==> config.mk <==
export PLATFORM = sky130hd
export DESIGN_NAME = encode_instr_tx_flat
export DESIGN_NICKNAME = d
export VERILOG_FILES = /design/src/rtl/encode_instr_tx_if.sv /design/src/rtl/encode_instr_tx.sv /design/src/flat_wrapper.sv
export SDC_FILE = /design/constraint.sdc
export NUM_CORES = 1
export LEC_CHECK = 0
export CORE_UTILIZATION = 40
export CTS_CLUSTER_DIAMETER = 120
export DETAILED_ROUTE_END_ITERATION = 8
export HOLD_SLACK_MARGIN = 0.08
export PLACE_DENSITY = 0.66
export REMOVE_ABC_BUFFERS = 1
export SYNTH_ARGS = -nofsm -noshare
export SYNTH_HDL_FRONTEND = slang
export SYNTH_SLANG_ARGS = --single-unit
==> constraint.sdc <==
create_clock -name clk -period 2.55 [get_ports clk]
set_input_delay 0.255 -clock clk [delete_from_list [all_inputs] [get_ports clk]]
set_output_delay 0.255 -clock clk [all_outputs]
set_load 0.01 [all_outputs]
==> src/rtl/encode_instr_tx_if.sv <==
// Request/stream bundle for the byte-serial instruction encoder.
// master = request source and byte sink; slave = encoder.
interface encode_instr_tx_if #(
    parameter int LEN_W = 4
);
    logic             req_valid;
    logic             req_ready;
    logic [7:0]       req_opcode;
    logic [3:0]       req_form;
    logic [1:0]       req_mod;
    logic [2:0]       req_reg;
    logic [2:0]       req_rm;
    logic [7:0]       req_sib;
    logic [31:0]      req_disp;
    logic [31:0]      req_imm;
    logic             req_imm_1byte;
    logic             req_opsize_16;
    logic             out_valid;
    logic             out_ready;
    logic [7:0]       out_byte;
    logic             out_last;
    logic [LEN_W-1:0] instr_len;

    // Both sides: a transfer happens on a rising edge where valid && ready;
    // valid and its payload hold until that edge, ready may change freely.
    modport master (
        output req_valid, req_opcode, req_form, req_mod, req_reg, req_rm,
               req_sib, req_disp, req_imm, req_imm_1byte, req_opsize_16, out_ready,
        input  req_ready, out_valid, out_byte, out_last, instr_len
    );
    modport slave (
        input  req_valid, req_opcode, req_form, req_mod, req_reg, req_rm,
               req_sib, req_disp, req_imm, req_imm_1byte, req_opsize_16, out_ready,
        output req_ready, out_valid, out_byte, out_last, instr_len
    );
endinterface

==> src/rtl/encode_instr_tx.sv <==
// Byte-serial x86 instruction encoder: one request in, encoded bytes out in order.
// Optional feature macro: ENC_OPSIZE_PREFIX_EN (operand-size prefix, 2-byte immediates).
module encode_instr_tx #(
    parameter int         LEN_W       = 4,
    parameter logic [7:0] OPSIZE_BYTE = 8'h66
) (
    input logic              clk,
    input logic              rst_n,
    encode_instr_tx_if.slave bus
);
    localparam logic [3:0] F_NONE         = 4'd0;
    localparam logic [3:0] F_REG          = 4'd1;
    localparam logic [3:0] F_REG_IMM      = 4'd2;
    localparam logic [3:0] F_EAX_REG      = 4'd3;
    localparam logic [3:0] F_EAX_IMM      = 4'd4;
    localparam logic [3:0] F_IMM          = 4'd5;
    localparam logic [3:0] F_DISP         = 4'd6;
    localparam logic [3:0] F_MRM_RM_REG   = 4'd7;
    localparam logic [3:0] F_MRM_REG_RM   = 4'd8;
    localparam logic [3:0] F_MRM_RM       = 4'd9;
    localparam logic [3:0] F_MRM_RM_IMM   = 4'd10;
    localparam logic [3:0] F_MRM_REG_IMM  = 4'd11;

    typedef enum logic [2:0] {
        S_IDLE, S_PREFIX, S_OPC, S_MODRM, S_SIB, S_DISP, S_IMM
    } state_t;

    state_t           state_q, state_d;
    logic [1:0]       cnt_q, cnt_d;
    logic [LEN_W-1:0] rem_q;
    logic [7:0]       opc_q, modrm_q, sib_q;
    logic [31:0]      disp_q, imm_q;
    logic             has_modrm_q, has_sib_q;
    logic [2:0]       disp_len_q, imm_len_q;
    logic [7:0]       byte_d;
    logic             last_d;

    logic             prefix_c, is_modrm_c, is_imm_c, merge_c, has_sib_c;
    logic [2:0]       disp_len_c, imm_len_c;
    logic [7:0]       opc_c;
    logic [LEN_W-1:0] len_c;
    logic             accept, handshake;
    state_t           after_sib, after_modrm, after_opc;

`ifdef ENC_OPSIZE_PREFIX_EN
    assign prefix_c = bus.req_opsize_16;
`else
    assign prefix_c = 1'b0;
    logic unused_opsize;
    assign unused_opsize = ^{bus.req_opsize_16, OPSIZE_BYTE};
`endif

    assign bus.req_ready = (state_q == S_IDLE);
    assign bus.out_valid = (state_q != S_IDLE);
    assign accept        = bus.req_valid && bus.req_ready;
    assign handshake     = bus.out_valid && bus.out_ready;

    // Field presence and byte count, decoded from the live request at accept time.
    always_comb begin
        is_modrm_c = (bus.req_form >= F_MRM_RM_REG) && (bus.req_form <= F_MRM_REG_IMM);
        is_imm_c   = (bus.req_form == F_IMM) || (bus.req_form == F_REG_IMM) ||
                     (bus.req_form == F_EAX_IMM) || (bus.req_form == F_MRM_RM_IMM) ||
                     (bus.req_form == F_MRM_REG_IMM);
        merge_c    = (bus.req_form == F_REG) || (bus.req_form == F_REG_IMM) ||
                     (bus.req_form == F_EAX_REG);
        has_sib_c  = is_modrm_c && (bus.req_mod != 2'b11) && (bus.req_rm == 3'b100);
        disp_len_c = 3'd0;
        if (is_modrm_c) begin
            if (bus.req_mod == 2'b01)
                disp_len_c = 3'd1;
            else if (bus.req_mod == 2'b10)
                disp_len_c = 3'd4;
            else if (bus.req_mod == 2'b00 && bus.req_rm == 3'b101)
                disp_len_c = 3'd4;
        end else if (bus.req_form == F_DISP) begin
            disp_len_c = 3'd4;
        end
        imm_len_c = 3'd0;
        if (is_imm_c)
            imm_len_c = bus.req_imm_1byte ? 3'd1 : (prefix_c ? 3'd2 : 3'd4);
        opc_c = merge_c ? {bus.req_opcode[7:3], bus.req_reg} : bus.req_opcode;
        len_c = LEN_W'(prefix_c) + LEN_W'(1) + LEN_W'(is_modrm_c) + LEN_W'(has_sib_c) +
                LEN_W'(disp_len_c) + LEN_W'(imm_len_c);
    end

    assign after_sib   = (disp_len_q != 3'd0) ? S_DISP : ((imm_len_q != 3'd0) ? S_IMM : S_IDLE);
    assign after_modrm = has_sib_q ? S_SIB : after_sib;
    assign after_opc   = has_modrm_q ? S_MODRM : after_sib;

    always_comb begin
        state_d = state_q;
        cnt_d   = cnt_q;
        byte_d  = bus.out_byte;
        last_d  = bus.out_last;
        if (state_q == S_IDLE) begin
            if (accept) begin
                state_d = prefix_c ? S_PREFIX : S_OPC;
                cnt_d   = 2'd0;
                byte_d  = prefix_c ? OPSIZE_BYTE : opc_c;
                last_d  = (len_c == LEN_W'(1));
            end
        end else if (bus.out_ready) begin
            case (state_q)
                S_PREFIX: state_d = S_OPC;
                S_OPC:    state_d = after_opc;
                S_MODRM:  state_d = after_modrm;
                S_SIB:    state_d = after_sib;
                S_DISP: begin
                    if ({1'b0, cnt_q} == disp_len_q - 3'd1)
                        state_d = (imm_len_q != 3'd0) ? S_IMM : S_IDLE;
                    else
                        cnt_d = cnt_q + 2'd1;
                end
                S_IMM: begin
                    if ({1'b0, cnt_q} == imm_len_q - 3'd1)
                        state_d = S_IDLE;
                    else
                        cnt_d = cnt_q + 2'd1;
                end
                default: state_d = S_IDLE;
            endcase
            if (state_d != state_q)
                cnt_d = 2'd0;
            case (state_d)
                S_OPC:   byte_d = opc_q;
                S_MODRM: byte_d = modrm_q;
                S_SIB:   byte_d = sib_q;
                S_DISP:  byte_d = disp_q[{cnt_d, 3'b000} +: 8];
                S_IMM:   byte_d = imm_q[{cnt_d, 3'b000} +: 8];
                default: byte_d = 8'h00;
            endcase
            // rem_q still counts the byte being handed over now
            last_d = (state_d != S_IDLE) && (rem_q == LEN_W'(2));
        end
    end

    always_ff @(posedge clk or negedge rst_n) begin
        if (!rst_n) begin
            state_q       <= S_IDLE;
            cnt_q         <= 2'd0;
            rem_q         <= '0;
            bus.out_byte  <= 8'h00;
            bus.out_last  <= 1'b0;
            bus.instr_len <= '0;
            opc_q         <= 8'h00;
            modrm_q       <= 8'h00;
            sib_q         <= 8'h00;
            disp_q        <= 32'h0;
            imm_q         <= 32'h0;
            has_modrm_q   <= 1'b0;
            has_sib_q     <= 1'b0;
            disp_len_q    <= 3'd0;
            imm_len_q     <= 3'd0;
        end else begin
            state_q      <= state_d;
            cnt_q        <= cnt_d;
            bus.out_byte <= byte_d;
            bus.out_last <= last_d;
            if (accept) begin
                rem_q         <= len_c;
                bus.instr_len <= len_c;
                opc_q         <= opc_c;
                modrm_q       <= {bus.req_mod, bus.req_reg, bus.req_rm};
                sib_q         <= bus.req_sib;
                disp_q        <= bus.req_disp;
                imm_q         <= bus.req_imm;
                has_modrm_q   <= is_modrm_c;
                has_sib_q     <= has_sib_c;
                disp_len_q    <= disp_len_c;
                imm_len_q     <= imm_len_c;
            end else if (handshake) begin
                rem_q <= rem_q - LEN_W'(1);
            end
        end
    end
endmodule
==> src/flat_wrapper.sv <==
// flat-port wrapper written by rule: the top's interface ports become plain ports
module encode_instr_tx_flat 
#(
    parameter int         LEN_W       = 4,
    parameter logic [7:0] OPSIZE_BYTE = 8'h66
)
  (clk, rst_n, bus_req_valid, bus_req_opcode, bus_req_form, bus_req_mod, bus_req_reg, bus_req_rm, bus_req_sib, bus_req_disp, bus_req_imm, bus_req_imm_1byte, bus_req_opsize_16, bus_out_ready, bus_req_ready, bus_out_valid, bus_out_byte, bus_out_last, bus_instr_len);
  encode_instr_tx_if #(.LEN_W(LEN_W)) bus_i ();
  input logic clk;
  input logic rst_n;
  input wire logic [$bits(bus_i.req_valid)-1:0] bus_req_valid;
  input wire logic [$bits(bus_i.req_opcode)-1:0] bus_req_opcode;
  input wire logic [$bits(bus_i.req_form)-1:0] bus_req_form;
  input wire logic [$bits(bus_i.req_mod)-1:0] bus_req_mod;
  input wire logic [$bits(bus_i.req_reg)-1:0] bus_req_reg;
  input wire logic [$bits(bus_i.req_rm)-1:0] bus_req_rm;
  input wire logic [$bits(bus_i.req_sib)-1:0] bus_req_sib;
  input wire logic [$bits(bus_i.req_disp)-1:0] bus_req_disp;
  input wire logic [$bits(bus_i.req_imm)-1:0] bus_req_imm;
  input wire logic [$bits(bus_i.req_imm_1byte)-1:0] bus_req_imm_1byte;
  input wire logic [$bits(bus_i.req_opsize_16)-1:0] bus_req_opsize_16;
  input wire logic [$bits(bus_i.out_ready)-1:0] bus_out_ready;
  output wire logic [$bits(bus_i.req_ready)-1:0] bus_req_ready;
  output wire logic [$bits(bus_i.out_valid)-1:0] bus_out_valid;
  output wire logic [$bits(bus_i.out_byte)-1:0] bus_out_byte;
  output wire logic [$bits(bus_i.out_last)-1:0] bus_out_last;
  output wire logic [$bits(bus_i.instr_len)-1:0] bus_instr_len;
  assign bus_i.req_valid = bus_req_valid;
  assign bus_i.req_opcode = bus_req_opcode;
  assign bus_i.req_form = bus_req_form;
  assign bus_i.req_mod = bus_req_mod;
  assign bus_i.req_reg = bus_req_reg;
  assign bus_i.req_rm = bus_req_rm;
  assign bus_i.req_sib = bus_req_sib;
  assign bus_i.req_disp = bus_req_disp;
  assign bus_i.req_imm = bus_req_imm;
  assign bus_i.req_imm_1byte = bus_req_imm_1byte;
  assign bus_i.req_opsize_16 = bus_req_opsize_16;
  assign bus_i.out_ready = bus_out_ready;
  assign bus_req_ready = bus_i.req_ready;
  assign bus_out_valid = bus_i.out_valid;
  assign bus_out_byte = bus_i.out_byte;
  assign bus_out_last = bus_i.out_last;
  assign bus_instr_len = bus_i.instr_len;
  encode_instr_tx #(.LEN_W(LEN_W), .OPSIZE_BYTE(OPSIZE_BYTE)) u_core (.clk(clk), .rst_n(rst_n), .bus(bus_i));
endmodule
## Word-level counts from Yosys, hierarchy flattened

Cells that the tools add are included.

| operators by class | value |
|---|---|
| add/subtract/negate cells | 8 |
| $lt $le $gt $ge | 2 |
| equality and inequality tests | 30 |
| shift-type cells | 2 |
| multiplexer cells | 38 |
| reduce and logical (&&, ||, !) cells | 22 |

Operator list:

| cell | count |
|---|---|
| variable part select 32 x 6 -> 8 bit | 2 |
| two-way mux 3 bit | 19 |
| one-hot mux 8 bit (5 select lines) | 1 |
| equality test 3 bit (second input constant) | 8 |
| two-way mux 8 bit | 3 |
| one-hot mux 3 bit (6 select lines) | 1 |
| two-way mux 2 bit | 8 |
| equality test 3 x 2 -> 1 bit (second input constant) | 4 |
| equality test 4 x 2 -> 1 bit (second input constant) | 3 |
| equality test 4 x 3 -> 1 bit (second input constant) | 3 |
| nonzero test 3 bit | 4 |
| adder 4 x 3 -> 4 bit | 2 |
| equality test 4 x 1 -> 1 bit (second input constant) | 2 |
| equality test 4 bit (second input constant) | 2 |
| two-way mux 4 bit | 2 |
| logical AND 1 bit | 7 |
| equality test 2 x 3 -> 1 bit | 2 |
| logical OR 1 bit | 6 |
| subtractor 3 x 1 -> 3 bit (second input constant) | 2 |
| adder 4 x 1 -> 4 bit | 1 |
| >= comparator 4 x 3 -> 1 bit (second input constant) | 1 |
| less-or-equal comparator 4 bit (second input constant) | 1 |
| != test 2 bit (second input constant) | 2 |
| one-hot mux 2 bit (2 select lines) | 1 |
| 12 further kinds | 15 |

| word-level totals | value |
|---|---|
| register bits | 118 |
| input bits | 98 |
| output and inout bits | 15 |
| logic and storage cells | 117 |

## Longest topological paths before layout

Gate-level depths: netlist (run 1).

| depth | value |
|---|---|
| word-level depth | 15 |
| gate-level depth with buffers | 13 |
| mapped depth without buffers | 13 |

## Worst setup path after synthesis (run 1)

Ideal clock, no wire load.

| path | value |
|---|---|
| path type | reg-to-reg |
| start point | register u_core.imm_len_q[0] |
| end point | register u_core.bus.out_byte[7] |
| setup time | 0.127 ns |
| arrival | 2.683 ns |
| path slack | -0.260 ns |
| cell stages (with the launch flop) | 12 |
| period minus slack after synthesis | 2.810 ns |
| cell sequence | dfrtp_1 > inv_1 > ha_1 > and4b_1 > a311o_2 > o2111ai_1 > xor2_1 > or4b_1 > buf_6 > nor2b_4 > a221oi_2 > a21oi_1 |

| between the ends | value |
|---|---|
| cells in the longest elaborated chain, start to end | 15 |
| elaborated cells between the ends (all ways) | 28 |
| those cells by class | add/sub: 1; eq/ne: 7; shift: 2; mux: 17; reduce/logical: 1 |

RTL lines:

| what | line | text |
|---|---|---|
| from (decl) | encode_instr_tx.sv:34 | `logic [2:0] disp_len_q, imm_len_q;` |
| from (signal assigned) | encode_instr_tx.sv:170 | `imm_len_q <= imm_len_c;` |
| parallel branches: the longest is 12 deep, another holds subtractor 3 x 1 -> 3 bit | n/a |  |
| one-hot mux 8 bit (5 select lines) * | encode_instr_tx.sv:124 | `case (state_d)` |
| two-way mux 8 bit * | encode_instr_tx.sv:102 | `end else if (bus.out_ready) begin` |
| two-way mux 8 bit * | encode_instr_tx.sv:95 | `if (state_q == S_IDLE) begin` |
| to (signal assigned) | encode_instr_tx.sv:157 | `bus.out_byte <= byte_d;` |
| to (decl) | encode_instr_tx_if.sv:34 | `output req_ready, out_valid, out_byte, out_last, instr_len` |

Every way passes the cells marked *. The select of a mux whose other input is x is not followed.
A chain may end at the register's enable or synchronous reset.

## Worst setup path after layout (run 1)

| path | value |
|---|---|
| start point | register u_core.imm_len_q[0] |
| end point | register u_core.bus.out_byte[3] |

The elaborated chain is that of the path after synthesis.

==> metrics.md, run 1 <==
| Metric | Value |
|---|---|
| Slowest stage delay, CP | `0.40 ns` |
| Max Fclk | `357.7 MHz` |
| Final setup margin | `-0.2457 ns` |
| Post-DP HPWL | `11,770 µm` |
| Drt first pass iters | `7` |
| First-pass GRT wire length | `27,190 µm` |
| Status | `finished with violations` |
| Worst Skew | `0.004801 ns` |
| Drt total wl | `16,530 µm` |
| CTS tree | `built` |
| Via/cell ratio | `5.068` |
| Total grt overflow | `0` |
| CP top delay family | `compound AO/OA/AOI/OAI gates` |
| Failing checks | `design-rule violations, negative setup slack` |
| Routed length on met2 | `7838 µm` |
| Die width | `125.0 µm` |
| PortBufs | `111` |
| Final Slew Violations | `0` |
| Hold Vio Cnt, Final | `0` |
| Netlist cell types | `57` |
| Core Box Area | `14,640 µm²` |
| Sequential fraction of design power | `0.318` |
| Vias in the first global route | `5,492` |
| CTS max path bufs | `2` |
| Via count | `5,367` |
| Crit path top cell by count | `buf_6` |
| Die footprint | `15,630 µm²` |
| Worst setup SP type | `register` |
| Wire per inst | `15.61 µm` |
| H-Tree Depth | `4` |
| Vert. Die Dim | `125.0 µm` |
| P&R area growth vs syn | `42.13%` |
| Synth async-reset ratio | `1.000` |
| Final setup fails | `8` |
| Crit-path cells | `inv_2 > ha_4 > and4b_1 > a311o_2 > buf_6 > o2111ai_4 > xnor2_2 > buf_4 > nor4_4 > buf_6 > buf_12 > mux2i_4 > a221oi_2 > a21oi_1` |
| Fraction of layout cells with a size suffix above 1 | `0.1874` |
| Setup crit end kind | `register` |
| Final instance area | `8602 µm²` |
| Fill cell count | `1,283` |
| Wire length on met3 | `798 µm` |
| Leak | `4.173 nW` |
| Row count | `44` |
| Num CTS Buffers | `17` |
| EDFF count, synth | `0` |
| Peak supply drop | `0.5639 mV` |
| Part of the cycle the worst path needs | `1.096` |
| Hold/Removal Path Class | `primary input to register` |
| Int Pwr | `6.394 mW` |
| Metal-1 WL | `7635 µm` |
| RSZ-0062 raised after global routing | `yes` |
| Max Cap Viol | `0` |
| Clock sink count | `116` |
| # IOs | `113` |
| Dominant synthesized flop cell | `dfrtp_1` |
| Commonest cells after routing, fill and taps aside | `nand2_1, dfrtp_1, clkdlybuf4s50_1` |
| GRT Util Overall | `0.2223` |
| Initial Util | `0.4133` |
| Cell Pwr Density | `1198 nW/µm²` |
| CP required | `2.89 ns` |
| FF+latch count, synth | `116` |
| Final ANT Viol Nets | `0` |
| Commonest non-fill, non-tap cell in the layout | `nand2_1` |
| Synth Warn # | `0` |
| Min Tclk post-route | `2.796 ns` |
| Crit path max-delay cell type | `a311o_2` |
| GPL Wtd Cong | `0.8227` |
| Worst Path Buf+Inv | `5` |
| Clk network pwr share | `0.213` |
| Net Switching | `3.914 mW` |
| Sequential area share after synthesis | `0.4796` |
| Post-route DRC | `12` |
| Net count, final | `970` |
| CTS root buffer | `clkbuf_16` |
| Crit-path max FO | `7` |
| Netlist Area Pre-Place | `6052 µm²` |
| Highest routed layer | `met4` |
| Comb pwr share | `0.469` |
| Switching Share | `0.3797` |
| Synth Area per Inst | `8.695 µm²` |
| Worst Tran Pin Value | `0.6910 ns` |
| Clock slew at reported path FFs | `0.05 ns` |
| Crit path arrival time | `3.13 ns` |
| Clock Latency Late Sink | `0.41 ns` |
| Max-slew headroom | `0.5393` |
| Crit path kind | `register to register` |
| Post-DP Area | `7747 µm²` |
| Synth Instances | `696` |
| Initial antenna violation count | `0` |
| Initial DRC count | `336` |
| Largest net degree at the start of global routing | `74` |
| Power Total | `10.31 mW` |
| Antenna diode count | `0` |
| Final core utilization | `0.5874` |
## path summary, 6_finish.rpt
kind / startpoint / end / slack [ns] / cells after the start
setup / recovery: u_core.imm_len_q[0] / u_core.bus.out_byte[3] / -0.25 / 14
setup reg to reg: u_core.imm_len_q[0] / u_core.bus.out_byte[3] / -0.25 / 14
hold reg to reg: u_core.opc_q[7] / u_core.opc_q[7] / 0.47 / 2
min in group asynchronous: rst_n / u_core.has_modrm_q / 0.41 / 2
max in group asynchronous: rst_n / u_core.state_q[1] / 1.34 / 3
hold / removal: bus_req_imm[4] / u_core.imm_q[4] / 0.37 / 3
## Yosys cell counts, types with 2 or more instances
cell,n,area [µm²]
o21ai_0,28,140.1
and2_1,4,25.02
buf_6,4,45.04
o22ai_1,3,18.77
xor2_1,4,35.03
nor2b_1,16,100.1
a31oi_1,5,31.28
nand3_1,13,65.06
and3b_2,2,20.02
xnor2_1,3,26.28
nand4b_1,2,17.52
o22a_1,2,17.52
nor3_1,2,10.01
a221oi_2,3,45.04
nor2_1,22,82.58
inv_1,14,52.55
nand2_1,294,1104
buf_2,2,10.01
a21oi_1,24,120.1
ha_1,7,87.58
and2_2,2,15.01
mux2_2,9,101.4
o211ai_1,7,52.55
dfrtp_1,116,2903
a22oi_1,2,15.01
mux2i_1,36,360.4
a221oi_1,4,35.03
fa_1,2,40.04
nand2b_1,2,12.51
clkbuf_1,26,97.59
o21a_1,3,22.52
clkbuf_8,4,55.05
nor3b_1,5,37.54
## sequential cells by signal (all words and copies together), names as in the netlist
signal,count
u_core.rem_q,4
u_core.state_q,3
u_core.imm_q,32
u_core.opc_q,8
u_core.sib_q,8
u_core.bus.instr_len,4
u_core.imm_len_q,2
u_core.has_modrm_q,1
u_core.bus.out_last,1
u_core.modrm_q,8
u_core.cnt_q,2
u_core.has_sib_q,1
u_core.bus.out_byte,8
u_core.disp_q,32
u_core.disp_len_q,2
## worst register-to-register path, cell delays in order, from the launching register on
cell	delay, ns
dfrtp_1	0.38
inv_2	0.07
ha_4	0.19
and4b_1	0.17
a311o_2	0.40
buf_6	0.14
o2111ai_4	0.07
xnor2_2	0.10
buf_4	0.14
nor4_4	0.21
buf_6	0.16
buf_12	0.16
mux2i_4	0.29
a221oi_2	0.09
a21oi_1	0.16
## power groups by stage
stage	registers (mW)	logic (mW)	clock network (mW)
5_1_grt	3.37	5.34	2.31
6_report	3.28	4.84	2.19
3_3_place_gp	3.22	4.30	0
4_1_cts	3.25	4.77	2.23
3_5_place_dp	3.25	4.40	0
2_1_floorplan	3.18	2.56	0
## per-layer routing
metal	track usage	vias up
met5	0	-
met4	0.06887	0
met3	0.05049	22
met2	0.3681	148
met1	0.2900	2570
li1	-	2627
## cell families after synthesis
group / Yosys count / share of synthesized area
buf+inv: 53 / 0.04651
xor+xnor: 8 / 0.01282
mux: 45 / 0.07629
fa+ha+maj: 9 / 0.02109
compound gates: 87 / 0.09448
simple gates: 378 / 0.2692
flops: 116 / 0.4796
## through the flow
step           TNS (ns)  hold WS, ns  std cells  setup WS (ns)
6_report         -1.758       0.3667       1059        -0.2457
4_1_cts          -1.509       0.3510       1060        -0.2042
3_5_place_dp     -6.336       0.2953       1022        -0.6766
2_1_floorplan    -91.17     -0.04059        657         -1.431
3_3_place_gp     -4.915       0.2856       1022        -0.5062
5_1_grt          -2.645       0.3673       1059        -0.3672
## repair_timing
item | CTS | global route
gates resized for setup | 42 | 16
buffers inserted | 5 | 0
pin swaps | 21 | 15
hold endpoints to repair | 41 | 0
setup endpoints to repair | 13 | 12
hold buffers | 1 | 0
gates cloned | 1 | 0
## area by class of cell
class,instances,area (µm²),area share
Timing Repair Buffer,187,1777,0.2065
Inverter,14,52.55,0.006109
Sequential cell,116,2903,0.3375
Multi-Input combinational cell,527,3094,0.3597
Clock buffer,22,464.2,0.05396
Tap cell,184,230.2,0.02676
Clock inverter,9,81.33,0.009455
No activity file was read; power rests on OpenSTA's default activity.
==> inputs of run 2 (changes only) <==
- CELL_PAD_IN_SITES_DETAIL_PLACEMENT: not set -> 0
- CELL_PAD_IN_SITES_GLOBAL_PLACEMENT: not set -> 1
- CORE_UTILIZATION: 40 -> 38
- DONT_BUFFER_PORTS: not set -> 1
- PLACE_DENSITY: 0.66 -> not set
- PLACE_DENSITY_LB_ADDON: not set -> 0.1
==> run 2 against run 1 <==
  * The run ends with negative hold slack, negative setup slack left
  * Setup slack better by 0.055 ns
  * First-iteration DRC count is 49% lower
  * Combinational power is 14% lower
  * Flip-flop and latch count stayed put
  * Final cell count is 0.94% lower
  * Register-to-register slack better by 0.06 ns
  * Final area is 5.2% lower
  * Total power is 3.9% lower
  * Via count is 2.9% lower
  * Sequential power is 2% higher
  * Largest cell class unchanged
==> metrics.md, run 2 (same netlist as run 1, synthesis figures left out) <==
| Metric | Value |
|---|---|
| Status | `finished with violations` |
| Failing checks | `negative hold slack, negative setup slack` |
| Met3 track demand over resource | `0.05593` |
| Worst Tran Pin Value | `0.5059 ns` |
| Clock Latency Late Sink | `0.41 ns` |
| WHS | `-0.4604 ns` |
| Num CTS Buffers | `17` |
| Final setup margin | `-0.1903 ns` |
| Final Slew Violations | `0` |
| Setup_tns | `-1.113 ns` |
| Worst setup SP type | `register` |
| CTS max path bufs | `2` |
| Post-DP Area | `6603 µm²` |
| Commonest non-fill, non-tap cell in the layout | `nand2_1` |
| Crit path arrival time | `3.07 ns` |
| Hold/Removal Path Class | `primary input to async pin` |
| Antenna diode count | `0` |
| CTS Hold Buffers Added | `87` |
| Max-slew headroom | `0.6592` |
| Clock sink count | `116` |
| H-Tree Depth | `4` |
| RSZ-0062 raised after global routing | `yes` |
| # IOs | `113` |
| Hold Vio Cnt, Final | `116` |
| P&R area growth vs syn | `34.77%` |
| Worst r2r src | `u_core.disp_len_q[0]` |
| Reg2Reg Setup Slack | `-0.19 ns` |
| Met1 Track Usage GR | `0.3050` |
| Cell Pwr Density | `1214 nW/µm²` |
| Post-DP HPWL | `12,000 µm` |
| GRT Util Overall | `0.2267` |
| Total grt overflow | `0` |
| Min Tclk post-route | `2.740 ns` |
| Via/cell ratio | `4.969` |
| Fraction of layout cells with a size suffix above 1 | `0.1611` |
| Post-route DRC | `0` |
| Part of the cycle the worst path needs | `1.075` |
| CTS tree | `built` |
| Initial DRC count | `172` |
| Met2 Resource Use GR | `0.3564` |
| Net count, final | `932` |
| Final ANT Viol Nets | `0` |
| Largest net degree at the start of global routing | `117` |
| Crit path kind | `register to register` |
| Crit-path max FO | `6` |
| CP required | `2.88 ns` |
| Peak supply drop | `0.6070 mV` |
| Via count | `5,213` |
| Row count | `45` |
| Commonest cells after routing, fill and taps aside | `nand2_1, dfrtp_1, dlygate4sd3_1` |
| Vias in the first global route | `5,248` |
| Vert. Die Dim | `128.2 µm` |
| Busiest grt layer | `met2` |
| Wire per inst | `16.32 µm` |
| Setup crit end kind | `register` |
| CTS root buffer | `clkbuf_16` |
| PortBufs | `0` |
| Power Total | `9.905 mW` |
| GPL Wtd Cong | `0.8651` |
| Reg-to-reg endpoint | `u_core.bus.out_byte[7]` |
| Die width | `128.2 µm` |
| Leak | `4.044 nW` |
| Max Cap Viol | `0` |
| Initial antenna violation count | `0` |
| Drt total wl | `17,120 µm` |
| First-pass GRT wire length | `27,970 µm` |
| Worst Skew | `0.004519 ns` |
| Final setup fails | `8` |
| Die footprint | `16,440 µm²` |
| Drt first pass iters | `4` |
| Max Fclk | `364.9 MHz` |
| Clock slew at reported path FFs | `0.05 ns` |
| Final instance area | `8157 µm²` |
| Worst r2r path cells | `11` |
| Top Registers | `u_core.disp_q x32, u_core.imm_q x32` |
| Initial Util | `0.3937` |
| Core Box Area | `15,370 µm²` |
| Crit path from | `u_core.disp_len_q[0]` |
==> run 2: changes by cell type in the layout (fill, tap and decap cells not counted), sizes merged <==
cell / previous run / this run
buf: 76 / 62
bufinv: 1 / 2
clkbuf: 22 / 20
clkdlybuf4s50: 106 / 0
clkinv: 5 / 6
dlygate4sd2: 2 / 0
dlygate4sd3: 1 / 87
dlymetal6s2s: 2 / 0
inv: 14 / 15
==> run 2: critical path, stage by stage, from the launching register on <==
cell       delay (ns)
dfrtp_1          0.35
inv_1            0.07
ha_4             0.16
nor2b_1          0.15
o311ai_2         0.28
o2111ai_2        0.19
xor2_1           0.23
or4b_4           0.59
buf_6            0.14
nor2_4           0.21
o211ai_1         0.14
a21oi_1          0.16
==> run 2: cell type report <==
cell class | instances | area (µm²)
clock inverter | 12 | 128.9
multi-input combinational | 527 | 2949
tap | 211 | 264.0
inverter | 14 | 52.55
sequential | 116 | 2903
timing repair buffer | 149 | 1393
clock buffer | 20 | 466.7
fill | 1454 | 7214
==> run 2: routing by layer <==
metal  part of all wire  routed length (µm)
met4              0.016                 276
met2               0.46                7891
met5                  0                   0
met1               0.48                8137
met3              0.048                 817
==> run 2: through the flow <==
stage,util,hold slack (ns),std cells,setup WS [ns]
floorplan,-,-0.04059,657,-1.431
global placement,0.4295,-0.03725,930,-0.2912
detailed placement,0.4295,-0.03704,930,-0.2979
CTS,0.5287,-0.4847,1049,-0.2085
global route,0.5306,-0.4883,1049,-0.3192
finish,0.5306,-0.4604,1049,-0.1903
==> run 2: power breakdown <==
| group | switching, mW | internal [mW] | total (mW) |
|---|---|---|---|
| combinational | 2.27 | 1.88 | 4.15 |
| sequential | 0.652 | 2.71 | 3.36 |
| clock | 0.880 | 1.51 | 2.39 |
==> run 2: how the worst max path moves through the flow <==
stage                             end  slack, ns  cells past startpoint
6_report       u_core.bus.out_byte[7]      -0.19                     11
5_1_grt        u_core.bus.out_byte[2]      -0.32                     12
4_1_cts        u_core.bus.out_byte[7]      -0.21                     12
3_5_place_dp   u_core.bus.out_byte[6]      -0.30                     11
3_3_place_gp   u_core.bus.out_byte[6]      -0.29                     11
2_1_floorplan  u_core.bus.out_byte[1]      -1.43                      8
==> run 2: timing repair <==
action	4_1_cts	5_1_grt
buffers inserted	0	0
endpoints found under the hold margin	205	116
pin swaps	10	6
cloned	0	0
gates resized for setup	13	8
endpoints found under the setup margin	9	15
